## config.mk

```make
export PLATFORM = sky130hd
export DESIGN_NAME = audio_dac_sdm
export DESIGN_NICKNAME = d
export VERILOG_FILES = /design/src/rtl/audio_dac_sdm.sv
export SDC_FILE = /design/constraint.sdc
export NUM_CORES = 1
export LEC_CHECK = 0
export CAP_MARGIN = 20
export CORE_UTILIZATION = 59
export DETAILED_ROUTE_END_ITERATION = 10
export PLACE_DENSITY_LB_ADDON = 0.3
export SYNTH_ARGS = -nofsm -noshare
export SYNTH_HDL_FRONTEND = slang
export SYNTH_SLANG_ARGS = --single-unit
```

## constraint.sdc

```tcl
create_clock -name CLK -period 5.1 [get_ports CLK]
set_clock_uncertainty 0.2 [all_clocks]
set_input_delay 0.51 -clock CLK [delete_from_list [all_inputs] [get_ports CLK]]
set_output_delay 0.51 -clock CLK [all_outputs]
set_load 0.02 [all_outputs]
```

## src/rtl/audio_dac_sdm.sv

```systemverilog
// Final audio output stage: one-entry sample buffer, offset-binary code selection
// and a first-order sigma-delta modulator updated once every DAC_FREQ_DIV clocks.
module audio_dac_sdm #(
  parameter int IN_WIDTH      = 16,
  parameter int DAC_BIT_WIDTH = 10,
  parameter int DAC_FREQ_DIV  = 5
) (
  input  logic                CLK,
  input  logic                RESET_n,
  input  logic [IN_WIDTH-1:0] IN_DATA,
  input  logic                IN_VALID,
  output logic                IN_READY,
  input  logic                MUTE,
  output logic                TICK,
  output logic                DAC_OUT
);

  localparam int W  = DAC_BIT_WIDTH;
  localparam int CW = (DAC_FREQ_DIV > 1) ? $clog2(DAC_FREQ_DIV) : 1;
  localparam logic [CW-1:0] CNT_MAX  = CW'(DAC_FREQ_DIV - 1);
  localparam logic [W-1:0]  MIDSCALE = {1'b1, {(W-1){1'b0}}};

  logic [CW-1:0] div_cnt_q, div_cnt_d;
  logic          pend_full_q, pend_full_d;
  logic [W-1:0]  pend_q, pend_d;
  logic [W-1:0]  code_q, code_d;
  logic [W-1:0]  acc_q, acc_d;
  logic          dac_q, dac_d;
  logic          tick_q;

  logic          tick;
  logic          accept;
  logic [W-1:0]  pend_code;
  logic [W-1:0]  sel;
  logic          unused_in_bits;

  // Only the top W bits of a sample ever reach the modulator.
  assign unused_in_bits = ^IN_DATA;

  // Flipping the sign bit of the truncated sample yields offset binary.
  assign pend_code = pend_q ^ MIDSCALE;

  assign IN_READY = !pend_full_q;
  assign TICK     = tick_q;
  assign DAC_OUT  = dac_q;

  always_comb begin
    tick      = (div_cnt_q == CNT_MAX);
    div_cnt_d = tick ? '0 : div_cnt_q + 1'b1;
    accept    = IN_VALID && !pend_full_q;

    sel = code_q;
    if (MUTE) begin
      sel = MIDSCALE;
    end else if (pend_full_q) begin
      sel = pend_code;
    end

    pend_full_d = pend_full_q;
    pend_d      = pend_q;
    code_d      = code_q;
    acc_d       = acc_q;
    dac_d       = dac_q;

    // A full buffer is drained on a tick even when muted.
    if (tick) begin
      pend_full_d    = 1'b0;
      code_d         = sel;
      {dac_d, acc_d} = {1'b0, acc_q} + {1'b0, sel};
    end

    // Accept only happens with an empty buffer, so it never races the drain.
    if (accept) begin
      pend_full_d = 1'b1;
      pend_d      = IN_DATA[IN_WIDTH-1 -: W];
    end
  end

  always_ff @(posedge CLK or negedge RESET_n) begin
    if (!RESET_n) begin
      div_cnt_q   <= '0;
      pend_full_q <= 1'b0;
      pend_q      <= '0;
      code_q      <= MIDSCALE;
      acc_q       <= '0;
      dac_q       <= 1'b0;
      tick_q      <= 1'b0;
    end else begin
      div_cnt_q   <= div_cnt_d;
      pend_full_q <= pend_full_d;
      pend_q      <= pend_d;
      code_q      <= code_d;
      acc_q       <= acc_d;
      dac_q       <= dac_d;
      tick_q      <= tick;
    end
  end

endmodule

```

==> summary.md <==
• div_cnt_q[0] — Hold Crit Endpoint
• 14.4% — area growth from synthesis to final layout
• 3.00 ns — data arrival time at the worst-slack endpoint
• 0 — grt ovf
• 3530 um — Routed Wire Length
• yes — CTS tree
• 1 — Crit path buffers/inverters
• reg2reg — Crit Path Category
• 5 — total CTS buffers
• 487 nW/um2 — Power per Cell Area
• 229 — Post-Place Cells
• 18.1% — fraction of layout cells with a size suffix above 1
• 0 ns — setup tns final
• 0.77 ns — Slowest Stage Delay on Critical Path
• 0 — count of hold-fix buffers inserted at cts
• 1.02 nW — Pleak
• 174 — Post-Synthesis Cells
• 23 — number of top-level design ports
• 3480 um2 — floorplan die area
• 225 — fin nets
• 1319 — Via Count
• 1.07 mW — overall power
• 8.88% — post-synthesis adder-cell area fraction
• 8.75% — share of synthesized cell area in and, or, nand and nor gates
• 2 — Bufs on Longest Clock Path
• false — RSZ-0062 raised after global routing
• 0 — antenna violations before repair
• 17.6% — multiplexer share of the synthesized area
• 4 — DRT Pass-1 Iters
• flop — CP endpoint kind
• 240 — filler instances
• 0.10 ns — clock edge transition at the registers on the reported setup and hold paths
• 14.9 um — routed wire length per instance
• 42 — violation count after the first detailed-routing iteration
• reg2reg — class of the tightest hold or removal check
• 1920 um2 — cell area after technology mapping
• 0 — number of setup buffers added after CTS
• 37 — largest net degree at the start of global routing
• 3.00 ns — post-route minimum period
• 62.2% — Initial Utilization
• sky130_fd_sc_hd__dfrtp_1, sky130_fd_sc_hd__mux2_2, sky130_fd_sc_hd__nor2_1, sky130_fd_sc_hd__clkdlybuf4s50_1 — most frequent cells in the layout
• sky130_fd_sc_hd__clkbuf_4 — cell chosen for the clock root
• 0.283 ns — worst hold margin
• pend_full_q — startpoint of the worst-slack reg-to-reg timing path
• 36.1% — Max-Slew Margin vs Limit
• 23.8% — GRT Total Usage
• flop — Critical Path Start Type
• 58.9% — fraction of the cycle the final worst path needs
• 0 — Final Max Slew Viols
• flip-flops — Largest delay share family, worst path
• 0.35 ns — clock latency on the worst-skew pair
• 20 — num rows
• 0.956 ns — actual slew at the worst max-slew pin
• 36 — flip-flop and latch count after synthesis
• 0 — DRC errors left
• 2190 um2 — Non-Filler Cell Area, Final
• acc_q[8] — terminus of the critical flop-to-flop path
• 237 — final non-filler cell total
• 13.3% — Synth Area in Compound Gates
• 2540 um — HPWL after DPL
• 47.1% — sequential fraction of the synthesis area
• 1 — worst hold path cell count
• 1320 — via count of the first global-routing pass
• 0 — yosys synthesis warning count
• 0 — final setup vio count
• sky130_fd_sc_hd__dfrtp_1 — cell with the largest stage delay on the worst path
• 3080 um2 — core region area
• 2.10 ns — slack of the worst reg-to-reg path
• 0.837 — GP Congestion
• 281 uV — worst supply voltage drop on vdd
• 5.09 ns — required time reported for the critical path endpoint
• mux2i_1, nor2_1, ha_1, inv_1, fa_1, nor2b_1, o31a_2, o41ai_2, xor2_1, o21ai_0 — critical-path cell list
• 16 — PortBufs
• 2 — H-tree level count
• 0 — number of antenna diodes
• 5920 um — wire length of the first global-routing pass
• 59.0 um — overall die width
• 207 — number of nets produced by synthesis
• 1.37% — xor-xnor portion of the synthesized cell area
• finished clean — outcome
• 2110 um2 — cell area after placement
• 11.0 um2 — syn_area_per_cell
• 0 — number of failing hold endpoints at the final stage
• 36 — number of sinks handled by clock tree synthesis
• 0 — Max-cap violations
• 59.0 um — vertical extent of the die
• 5.57 — drt via density
• 0 — number of instances resized during post-cts repair
• 34 — Unique masters post-synth
• div_cnt_q[0] — startpoint of the most critical hold path
• 10 — Register-to-Register Path Depth
• 0 — post-route antenna net violation count
• sky130_fd_sc_hd__dfrtp_1 — most common cell after layout, fill and taps aside
• 333 MHz — Fmax achieved
• multiplexers — largest family of logic cells by synthesized area
• 14 — Worst Path Max Fanout
Yosys cell counts:
cell / number / share of area (%)
sky130_fd_sc_hd__o2bb2ai_1: 1 / 0.46
sky130_fd_sc_hd__nand3_1: 1 / 0.26
sky130_fd_sc_hd__nor3_1: 2 / 0.52
sky130_fd_sc_hd__inv_1: 9 / 1.8
sky130_fd_sc_hd__buf_2: 1 / 0.26
sky130_fd_sc_hd__mux2i_1: 10 / 5.2
sky130_fd_sc_hd__nand2b_1: 1 / 0.33
sky130_fd_sc_hd__xnor2_1: 1 / 0.46
sky130_fd_sc_hd__a21oi_1: 3 / 0.78
sky130_fd_sc_hd__mux2_2: 21 / 12
sky130_fd_sc_hd__o31ai_1: 3 / 1.2
sky130_fd_sc_hd__a21boi_0: 1 / 0.39
sky130_fd_sc_hd__or2_2: 1 / 0.33
sky130_fd_sc_hd__a211oi_1: 3 / 1.2
sky130_fd_sc_hd__nor2b_1: 2 / 0.65
sky130_fd_sc_hd__buf_1: 2 / 0.39
sky130_fd_sc_hd__and3b_1: 1 / 0.46
sky130_fd_sc_hd__o21a_1: 4 / 1.6
sky130_fd_sc_hd__o41ai_2: 1 / 0.85
sky130_fd_sc_hd__dfrtp_1: 35 / 46
sky130_fd_sc_hd__xor2_1: 2 / 0.91
sky130_fd_sc_hd__nor2_1: 16 / 3.1
sky130_fd_sc_hd__o21ai_2: 1 / 0.46
sky130_fd_sc_hd__o31a_1: 1 / 0.46
sky130_fd_sc_hd__o31a_2: 1 / 0.52
sky130_fd_sc_hd__fa_1: 1 / 1.0
sky130_fd_sc_hd__or3_1: 1 / 0.33
sky130_fd_sc_hd__a21o_1: 3 / 1.2
sky130_fd_sc_hd__ha_1: 12 / 7.8
sky130_fd_sc_hd__clkbuf_1: 3 / 0.59
sky130_fd_sc_hd__nand2_1: 14 / 2.7
sky130_fd_sc_hd__a211oi_2: 1 / 0.65
sky130_fd_sc_hd__o21ai_0: 14 / 3.7
sky130_fd_sc_hd__dfstp_2: 1 / 1.4
area by class of cell:
class	count	area [um2]	area share (%)
tap	44	55.1	2.51
sequential	36	902	41.2
inverter	9	33.8	1.54
multi-input combinational	123	956	43.6
clock buffer	6	41.3	1.88
timing repair buffer	17	168	7.65
clock inverter	2	35.0	1.60
through the flow:
stage | utilization (%) | setup WS, ns
final | 71.2 | 2.10
after global placement | 68.7 | 1.94
after detailed placement | 68.7 | 1.87
after global routing | 71.2 | 1.89
after floorplan | - | 2.52
after CTS | 71.2 | 2.08
metal layers:
layer  GRT usage, %  part of all wire (%)  up-vias
met5              0                     0        -
met4           11.9                   2.5        0
met3           6.99                   4.2        9
met2           39.8                    51       27
met1           27.9                    42      638
li1               -                     -      645
kinds of logic (layout without fill, tap and decap cells):
kind of cell             after synthesis  after routing
AO/OA/AOI/OAI                         37             37
XOR/XNOR                               3              3
adder cells (fa/ha/maj)               13             13
buffers and inverters                 15             34
flip-flops                            36             36
multiplexers                          31             31
AND/OR/NAND/NOR                       39             39
worst max-delay path by stage:
| stage | start | endpoint | slack, ns | depth (start not counted) |
|---|---|---|---|---|
| 6_report | pend_full_q | acc_q[8] | 2.10 | 10 |
| 5_1_grt | pend_full_q | acc_q[8] | 1.89 | 10 |
| 4_1_cts | pend_full_q | acc_q[8] | 2.08 | 10 |
| 3_5_place_dp | MUTE | acc_q[8] | 1.87 | 10 |
| 3_3_place_gp | MUTE | acc_q[8] | 1.94 | 10 |
| 2_1_floorplan | pend_full_q | acc_q[8] | 2.52 | 11 |
registers in the layout, indices dropped and copies added (netlist names):
name	count
acc_q	10
code_q	10
pend_q	10
div_cnt_q	3
DAC_OUT	1
TICK	1
pend_full_q	1
report_power, final:
part           total [mW]  internal (mW)  switching [mW]
clock network       0.198          0.103          0.0955
registers           0.421          0.370          0.0511
logic               0.447          0.216           0.231
total                1.07          0.689           0.377
Note: power is estimated with default switching activity, not from simulation.
